==> config.mk <==
export PLATFORM = sky130hd
export DESIGN_NAME = fetch_stage
export DESIGN_NICKNAME = d
export VERILOG_FILES = /design/src/rtl/fetch_stage_pkg.sv /design/src/rtl/fetch_stage_if_id_reg.sv /design/src/rtl/fetch_stage.sv
export SDC_FILE = /design/constraint.sdc
export NUM_CORES = 1
export LEC_CHECK = 0
export ABC_AREA = 1
export ABC_CLOCK_PERIOD_IN_PS = 3000
export BUFFER_PORTS_ARGS = -buffer_cell sky130_fd_sc_hd__buf_2
export CORE_MARGIN = 1.5
export CORE_UTILIZATION = 50
export CTS_CLUSTER_DIAMETER = 100
export DETAILED_ROUTE_END_ITERATION = 10
export PLACE_DENSITY_LB_ADDON = 0.2
export RECOVER_POWER = 50
export SYNTH_ARGS = -nofsm -noshare
export SYNTH_HDL_FRONTEND = slang
export SYNTH_SLANG_ARGS = --single-unit
==> constraint.sdc <==
create_clock -name clk -period 3 [get_ports clk]
set_input_delay 0.3 -clock clk [delete_from_list [all_inputs] [get_ports clk]]
set_output_delay 0.3 -clock clk [all_outputs]
set_load 0.02 [all_outputs]
==> src/rtl/fetch_stage_pkg.sv <==
// Shared definitions for the instruction-fetch stage: FSM encodings and
// fixed constants for PC stepping, NOP insertion and opcode extraction.
package fetch_stage_pkg;

  typedef enum logic [1:0] {
    S_IDLE  = 2'd0,
    S_FETCH = 2'd1,
    S_HOLD  = 2'd2,
    S_DRAIN = 2'd3
  } fetch_state_e;

  localparam logic [31:0] NOP_INSTR  = 32'h0000_0000;
  localparam int unsigned PC_INCR    = 4;
  localparam int unsigned OPCODE_MSB = 31;
  localparam int unsigned OPCODE_LSB = 26;

endpackage

==> src/rtl/fetch_stage_if_id_reg.sv <==
// IF/ID pipeline register: flush beats stall, stall beats load, and an
// empty cycle without stall inserts a NOP bubble.
module if_id_reg
  import fetch_stage_pkg::*;
#(
  parameter int PC_WIDTH    = 32,
  parameter int INSTR_WIDTH = 32
) (
  input  logic                   clk,
  input  logic                   rst_n,
  input  logic                   flush,
  input  logic                   stall,
  input  logic                   load,
  input  logic [INSTR_WIDTH-1:0] load_instr,
  input  logic [PC_WIDTH-1:0]    load_pc4,
  output logic                   valid,
  output logic [INSTR_WIDTH-1:0] instr,
  output logic [PC_WIDTH-1:0]    pc4
);

  logic                   valid_q, valid_d;
  logic [INSTR_WIDTH-1:0] instr_q, instr_d;
  logic [PC_WIDTH-1:0]    pc4_q,   pc4_d;

  // pc4 is left untouched on flush/bubble; only valid and instr are cleared
  always_comb begin
    valid_d = valid_q;
    instr_d = instr_q;
    pc4_d   = pc4_q;
    if (flush) begin
      valid_d = 1'b0;
      instr_d = INSTR_WIDTH'(NOP_INSTR);
    end else if (stall) begin
      valid_d = valid_q;
    end else if (load) begin
      valid_d = 1'b1;
      instr_d = load_instr;
      pc4_d   = load_pc4;
    end else begin
      valid_d = 1'b0;
      instr_d = INSTR_WIDTH'(NOP_INSTR);
    end
  end

  always_ff @(posedge clk or negedge rst_n) begin
    if (!rst_n) begin
      valid_q <= 1'b0;
      instr_q <= INSTR_WIDTH'(NOP_INSTR);
      pc4_q   <= '0;
    end else begin
      valid_q <= valid_d;
      instr_q <= instr_d;
      pc4_q   <= pc4_d;
    end
  end

  assign valid = valid_q;
  assign instr = instr_q;
  assign pc4   = pc4_q;

endmodule

==> src/rtl/fetch_stage.sv <==
// Instruction-fetch stage: PC, single-outstanding memory request FSM,
// skid buffer for decode stalls and redirect handling feeding IF/ID.
module fetch_stage
  import fetch_stage_pkg::*;
#(
  parameter int                  PC_WIDTH    = 32,
  parameter int                  INSTR_WIDTH = 32,
  parameter logic [PC_WIDTH-1:0] RESET_PC    = '0
) (
  input  logic                   clk,
  input  logic                   rst_n,
  output logic                   imem_req,
  output logic [PC_WIDTH-1:0]    imem_addr,
  input  logic                   imem_rvalid,
  input  logic [INSTR_WIDTH-1:0] imem_rdata,
  input  logic                   stall,
  input  logic                   branch_taken,
  input  logic [PC_WIDTH-1:0]    branch_target,
  output logic                   if_id_valid,
  output logic [INSTR_WIDTH-1:0] if_id_instr,
  output logic [5:0]             if_id_opcode,
  output logic [PC_WIDTH-1:0]    if_id_pc4
);

  fetch_state_e           state_q, state_d;
  logic [PC_WIDTH-1:0]    pc_q, pc_d;
  logic [INSTR_WIDTH-1:0] skid_instr_q, skid_instr_d;
  logic [PC_WIDTH-1:0]    skid_pc4_q, skid_pc4_d;
  logic                   skid_valid_q, skid_valid_d;
  logic [PC_WIDTH-1:0]    saved_target_q, saved_target_d;

  logic [PC_WIDTH-1:0]    pc_plus4;
  logic                   load_valid;
  logic [INSTR_WIDTH-1:0] load_instr;
  logic [PC_WIDTH-1:0]    load_pc4;

  assign pc_plus4 = pc_q + PC_WIDTH'(PC_INCR);

  always_comb begin
    state_d        = state_q;
    pc_d           = pc_q;
    skid_instr_d   = skid_instr_q;
    skid_pc4_d     = skid_pc4_q;
    skid_valid_d   = skid_valid_q;
    saved_target_d = saved_target_q;
    imem_req       = 1'b0;
    load_valid     = 1'b0;
    load_instr     = imem_rdata;
    load_pc4       = pc_plus4;

    case (state_q)
      S_IDLE: begin
        state_d = S_FETCH;
        if (branch_taken) pc_d = branch_target;
      end

      S_FETCH: begin
        imem_req = 1'b1;
        if (branch_taken) begin
          if (imem_rvalid) begin
            pc_d = branch_target;
          end else begin
            saved_target_d = branch_target;
            state_d        = S_DRAIN;
          end
        end else if (imem_rvalid) begin
          if (!stall) begin
            load_valid = 1'b1;
            pc_d       = pc_plus4;
          end else begin
            skid_instr_d = imem_rdata;
            skid_pc4_d   = pc_plus4;
            skid_valid_d = 1'b1;
            state_d      = S_HOLD;
          end
        end
      end

      // pc still points at the skidded instruction until it is handed on
      S_HOLD: begin
        if (branch_taken) begin
          skid_valid_d = 1'b0;
          pc_d         = branch_target;
          state_d      = S_FETCH;
        end else if (!stall) begin
          load_valid   = skid_valid_q;
          load_instr   = skid_instr_q;
          load_pc4     = skid_pc4_q;
          skid_valid_d = 1'b0;
          pc_d         = pc_plus4;
          state_d      = S_FETCH;
        end
      end

      // A redirect arriving with the response takes precedence over the saved one
      S_DRAIN: begin
        imem_req = 1'b1;
        if (branch_taken) saved_target_d = branch_target;
        if (imem_rvalid) begin
          pc_d    = branch_taken ? branch_target : saved_target_q;
          state_d = S_FETCH;
        end
      end

      default: state_d = S_IDLE;
    endcase
  end

  always_ff @(posedge clk or negedge rst_n) begin
    if (!rst_n) begin
      state_q        <= S_IDLE;
      pc_q           <= RESET_PC;
      skid_instr_q   <= INSTR_WIDTH'(NOP_INSTR);
      skid_pc4_q     <= '0;
      skid_valid_q   <= 1'b0;
      saved_target_q <= '0;
    end else begin
      state_q        <= state_d;
      pc_q           <= pc_d;
      skid_instr_q   <= skid_instr_d;
      skid_pc4_q     <= skid_pc4_d;
      skid_valid_q   <= skid_valid_d;
      saved_target_q <= saved_target_d;
    end
  end

  assign imem_addr = pc_q;

  if_id_reg #(
    .PC_WIDTH    (PC_WIDTH),
    .INSTR_WIDTH (INSTR_WIDTH)
  ) u_if_id_reg (
    .clk        (clk),
    .rst_n      (rst_n),
    .flush      (branch_taken),
    .stall      (stall),
    .load       (load_valid),
    .load_instr (load_instr),
    .load_pc4   (load_pc4),
    .valid      (if_id_valid),
    .instr      (if_id_instr),
    .pc4        (if_id_pc4)
  );

  assign if_id_opcode = if_id_instr[OPCODE_MSB:OPCODE_LSB];

endmodule
======== Yosys cells after proc, flatten, opt, wreduce, memory -nomap -nowiden ========
Cells that the tools add are included.
storage, ports and cells
  flip-flop bits (word level) ............. 196
  output and inout port bits .............. 104
  logic and storage cells ................. 78
operators by class
  add/subtract/negate cells ............... 1
  equality and inequality tests ........... 15
  muxes and demuxes ....................... 41
  bitwise logic cells ..................... 2
  reduce and logical (&&, ||, !) cells .... 10
operators with widths
  kind                                                   count
  two-way mux 32 bit                                     15
  one-hot mux 32 bit (4 select lines)                    1
  one-hot mux 32 bit (2 select lines)                    1
  adder 32 x 3 -> 32 bit, second input constant          1
  two-way mux 1 bit                                      14
  two-way mux 2 bit                                      7
  inequality test 2 bit, second input constant           7
  inequality test 3 bit, second input constant           4
  AND reduction 5 bit                                    2
  AND reduction 3 bit                                    3
  one-hot mux 2 bit (4 select lines)                     1
  == test 2 bit, second input constant                   2
  one-hot mux 1 bit (2 select lines)                     2
  AND reduction 4 bit                                    1
  nonzero test 2 bit                                     2
  == test 2 x 1 -> 1 bit, second input constant          1
  zero test 2 bit                                        1
  inequality test 2 x 1 -> 1 bit, second input constant  1
  NOT 1 bit                                              2
  OR reduction 2 bit                                     1

======== Logic depth before layout (Yosys ltp) ========
  depth in word-level cells ............... 7
  gate-level depth with buffers ........... 12
  depth with buffers taken out ............ 12

======== By module ========
A second synthesis with hierarchy kept.
second synthesis, totals
  cells, all modules ...................... 1702
  area total of the unflattened synthesis .. 12051.6 um^2
modules (own cells, without submodules)
  module       times used  cells each  area an instance (um^2)
  fetch_stage  1           1419        9172.5
  if_id_reg    1           283         2879.0

======== Worst setup path before layout ========
Ideal clock, no wire load.
  kind .................................... reg2reg
  start point ............................. register state_q[1]
  end point ............................... register pc_q[15], in the netlist imem_addr[15]
  setup time .............................. 117 ps
  data arrival time ....................... 1643 ps
  required time ........................... 2883 ps
  slack ................................... 1241 ps
  stages on the path, launching flop included .. 12
  buffers on the path ..................... 2
  cells stage by stage .................... dfrtp_1 inv_1 ha_1 inv_1 nand2_1 nand2_1 o211ai_1 buf_2 buf_2 nor2_1 nand2_1 nand2_1
between the ends
  longest elaborated chain between the ends .. 3
  elaborated cells between the ends (all ways) .. 9
  those cells by class .................... eq/ne: 6; mux: 1; reduce/logical: 2
RTL lines
  what                                                  RTL line            source
  start, declared                                       fetch_stage.sv:25   fetch_state_e state_q, state_d;
  start signal, assigned                                fetch_stage.sv:118  state_q <= state_d;
  == test 2 x 1 -> 1 bit, or another cell as far along  fetch_stage.sv:51   case (state_q)
  inequality test 2 bit (no line)                       n/a
  AND reduction 3 bit (no line)                         n/a
  end signal, assigned                                  fetch_stage.sv:119  pc_q <= pc_d;
  end, declared                                         fetch_stage.sv:26   logic [PC_WIDTH-1:0] pc_q, pc_d;
Parallel ways exist; a longest one is shown, timed or not.
A chain may end at the register's enable or synchronous reset.

======== Worst setup path in the final report ========
  start point ............................. register state_q[1]
  end point ............................... register skid_pc4_q[10]
between the ends
  longest elaborated chain between the ends .. 2
RTL lines
  what                           RTL line            source
  == test 2 x 1 -> 1 bit         fetch_stage.sv:51
  AND reduction 4 bit (no line)  n/a
  end signal, assigned           fetch_stage.sv:121  skid_pc4_q <= skid_pc4_d;
  end, declared                  fetch_stage.sv:28   logic [PC_WIDTH-1:0] skid_pc4_q, skid_pc4_d;
No other way between the ends.

==> flow_metrics.tcl <==
set metrics [dict create \
    synth_top_family_by_area "simple AND/OR/NAND/NOR gates" \
    p_switching_mw 5.54 \
    sequentialPowerShare_pct 38.0 \
    ys_seq_area_share_pct 48.0 \
    place.port_buffers 172 \
    outcome "finished, violations left" \
    final_area_um2 11800 \
    fin_skew_ps 13.7 \
    ant_nets 0 \
    cp.arrival_ps 2660 \
    dp_hpwl_um 18800 \
    r2r_setup_slack_ps 650 \
    violations "capacitance limit, slew limit" \
    ys.flop_type "dfrtp_1" \
    finalMaxSlewViolations 75 \
    dr.pass1.iters 5 \
    synth.top_cell.area_share_pct 48.0 \
    dieArea_um2 21300 \
    synth_area_leaders "dfrtp_1 48%, nand2_1 17%, o21ai_0 8.1%" \
    die-height_um 146 \
    wl_um 27200 \
    rsz0062_at_grt "no" \
    vias 9428 \
    crit_fanout 62 \
    combinationalPowerShare_pct 42.3 \
    cts_htree_levels 4 \
    p_sw_share_pct 45.6 \
    synth-simple-area-share_pct 26.6 \
    ys_ff_latch 196 \
    pwr_density_cell_nw_per_um2 1030 \
    tns_ps 0 \
    hp-start "imem_rdata[3]" \
    drive_gt1_share_pct 11.9 \
    synth_compound_gate_area_share_pct 16.5 \
    p_int_mw 6.60 \
    holdPathStages 3 \
    dpl_cell_area_um2 11300 \
    viasPerCell 5.26 \
    reg2reg_from "state_q[1]" \
    async_reset_ff_share_pct 100 \
    ir_worst_vdd_mv 0.536 \
    max_freq_mhz 426 \
    hold_viol 0 \
    fin_crit_sh_pct 78.3 \
    drc 0 \
    ios 173 \
    wl_per_cell_um 15.2 \
    holdPathEnd "skid_instr_q[3]" \
    syn_area_um2 10200 \
    coreArea_um2 20200 \
    synth-edff-count 0 \
    syn-mean-instance-area_um2 7.40 \
    critPathLaunchType "flip-flop" \
    synth_common_cells "463 x nand2_1, 196 x dfrtp_1, 165 x o21ai_0" \
    yosys.cell_count.top_type "nand2_1" \
    gp_congestion 0.937 \
    synth_cell_type_count 33 \
    drt_iter0_drc 621 \
    r2r-end "skid_pc4_q[10]" \
    rows 52 \
    die_x_um 146 \
    leakage_nw 5.90 \
    clockRootBuffer "clkbuf_16" \
    grt_first_pass_wirelength_um 44100 \
    tritoncts "built" \
    clk_pin_slew_ps 80 \
    grt_start_max_net_pins 77 \
    grt_util_all_layers_pct 25.8 \
    required_ps 3310 \
    yosysTopAreaCell "dfrtp_1" \
    path_class "reg2reg" \
    insertedDiodeCount 0 \
    hold_path_class "in2reg" \
    grt_pass1_vias 8529 \
    maxSlewHeadroom_pct -28.8 \
    cap_violations 1 \
    clk_path_buf_depth 2 \
    clockPowerShare_pct 19.7 \
    setup_violations 0 \
    clock-sinks 196 \
    synth_cells 1383 \
    clock_latency_ps 440 \
    hold_ws_ps 129 \
    synth_nets 1458 \
    worst_pin_slew_ps 1930 \
    area_delta_synth_final_pct 15.5 \
    fin_crit_ps 2350 \
    antenna_found_initial 0 \
    reg2reg_depth 7 \
    synth-xor-area-share_pct 1.48 \
    numCtsBuffers 17 \
    ctsResizeCount 0 \
    nNetsFinal 1585 \
    yosysWarnings 0 \
    grt_overflow 0 \
    synth_fa_ha_area_share_pct 0.734 \
    synthMuxAreaShare_pct 0 \
    power_mw 12.1 \
    crit_path_end_kind "flip-flop" \
    start_util_pct 50.7 \
]
==> final cells by class <==
| type | count | area, um2 |
|---|---|---|
| inverter | 80 | 300 |
| clock inverter | 15 | 210 |
| timing repair buffer | 193 | 980 |
| sequential | 196 | 4900 |
| multi-input combinational | 1022 | 4650 |
| fill | 1927 | 8360 |
| clock buffer | 17 | 425 |
| tap | 270 | 338 |
==> placed cells by master, fill, tap and decap left out, drive strengths merged <==
cell           n
inv           82
nand3b         5
bufinv         1
a21oi        127
buf          118
o21a           4
nand3         35
nor2         166
xnor2          1
o221ai         3
o32a           1
ha             6
dlygate4sd3    1
clkbuf        91
o21ai        171
o2111ai        1
dfrtp        196
xor2          12
and2           2
clkinvlp       2
clkinv        10
nand2        470
a31oi         11
o211ai         6
a22oi          1
==> power groups by stage <==
stage                     logic (mW)  registers, mW  clock network [mW]
after detailed placement        5.19           4.63                   0
after global placement          5.10           4.60                   0
final                           5.14           4.62                2.39
after floorplan                 3.16           4.96                   0
after global routing            5.81           4.76                2.53
after CTS                       5.22           4.58                2.43
==> kinds of logic after synthesis <==
family,Yosys count
xor gates and xnor gates,13
buffers and inverters,165
adders and majority gates,6
DFF,196
AOI/OAI and AO/OA,325
and+or+nand+nor,678
==> critical path, stage by stage, from the launching register on <==
cell,delay (ps)
dfrtp_1,400
inv_1,90
ha_1,220
nand2_1,120
nor2_2,60
inv_2,690
buf_4,450
o21ai_0,150
==> per-layer routing <==
metal | wire length [um] | part of all wire, % | global-route usage [%] | vias to the layer above
li1 | - | - | - | 4691
met1 | 13000 | 48 | 39.2 | 4384
met2 | 11800 | 44 | 38.0 | 311
met3 | 1740 | 6.4 | 4.34 | 42
met4 | 571 | 2.1 | 7.47 | 0
met5 | 0 | 0 | 0 | -
==> timing repair <==
action,in CTS,in global routing
setup buffers,0,0
hold endpoints to repair,74,0
hold buffers,1,0
==> per-stage QoR <==
step / setup slack, ps / utilization [%] / std cells
floorplan: 1240 / - / 1383
global placement: 747 / 55.8 / 1760
detailed placement: 683 / 55.8 / 1760
CTS: 662 / 59.1 / 1793
global route: 394 / 58.6 / 1793
finish: 651 / 58.6 / 1793
==> how the worst max path moves through the flow <==
stage               start                to  cells after the start  slack (ps)
6_report       state_q[1]    skid_pc4_q[10]                      7         650
5_1_grt        state_q[1]  skid_instr_q[30]                      8         390
4_1_cts        state_q[1]    skid_pc4_q[10]                      7         660
3_5_place_dp   state_q[1]    skid_pc4_q[10]                      7         680
3_3_place_gp   state_q[1]     skid_pc4_q[8]                      7         750
2_1_floorplan  state_q[1]     imem_addr[15]                     11        1240
==> flip-flops by register name (all words and copies together) (netlist names) <==
name               cells
skid_valid_q           1
u_if_id_reg.valid      1
skid_instr_q          32
imem_addr             32
state_q                2
skid_pc4_q            32
u_if_id_reg.instr     32
saved_target_q        32
u_if_id_reg.pc4       32
Note: power is estimated with default switching activity, not from simulation.
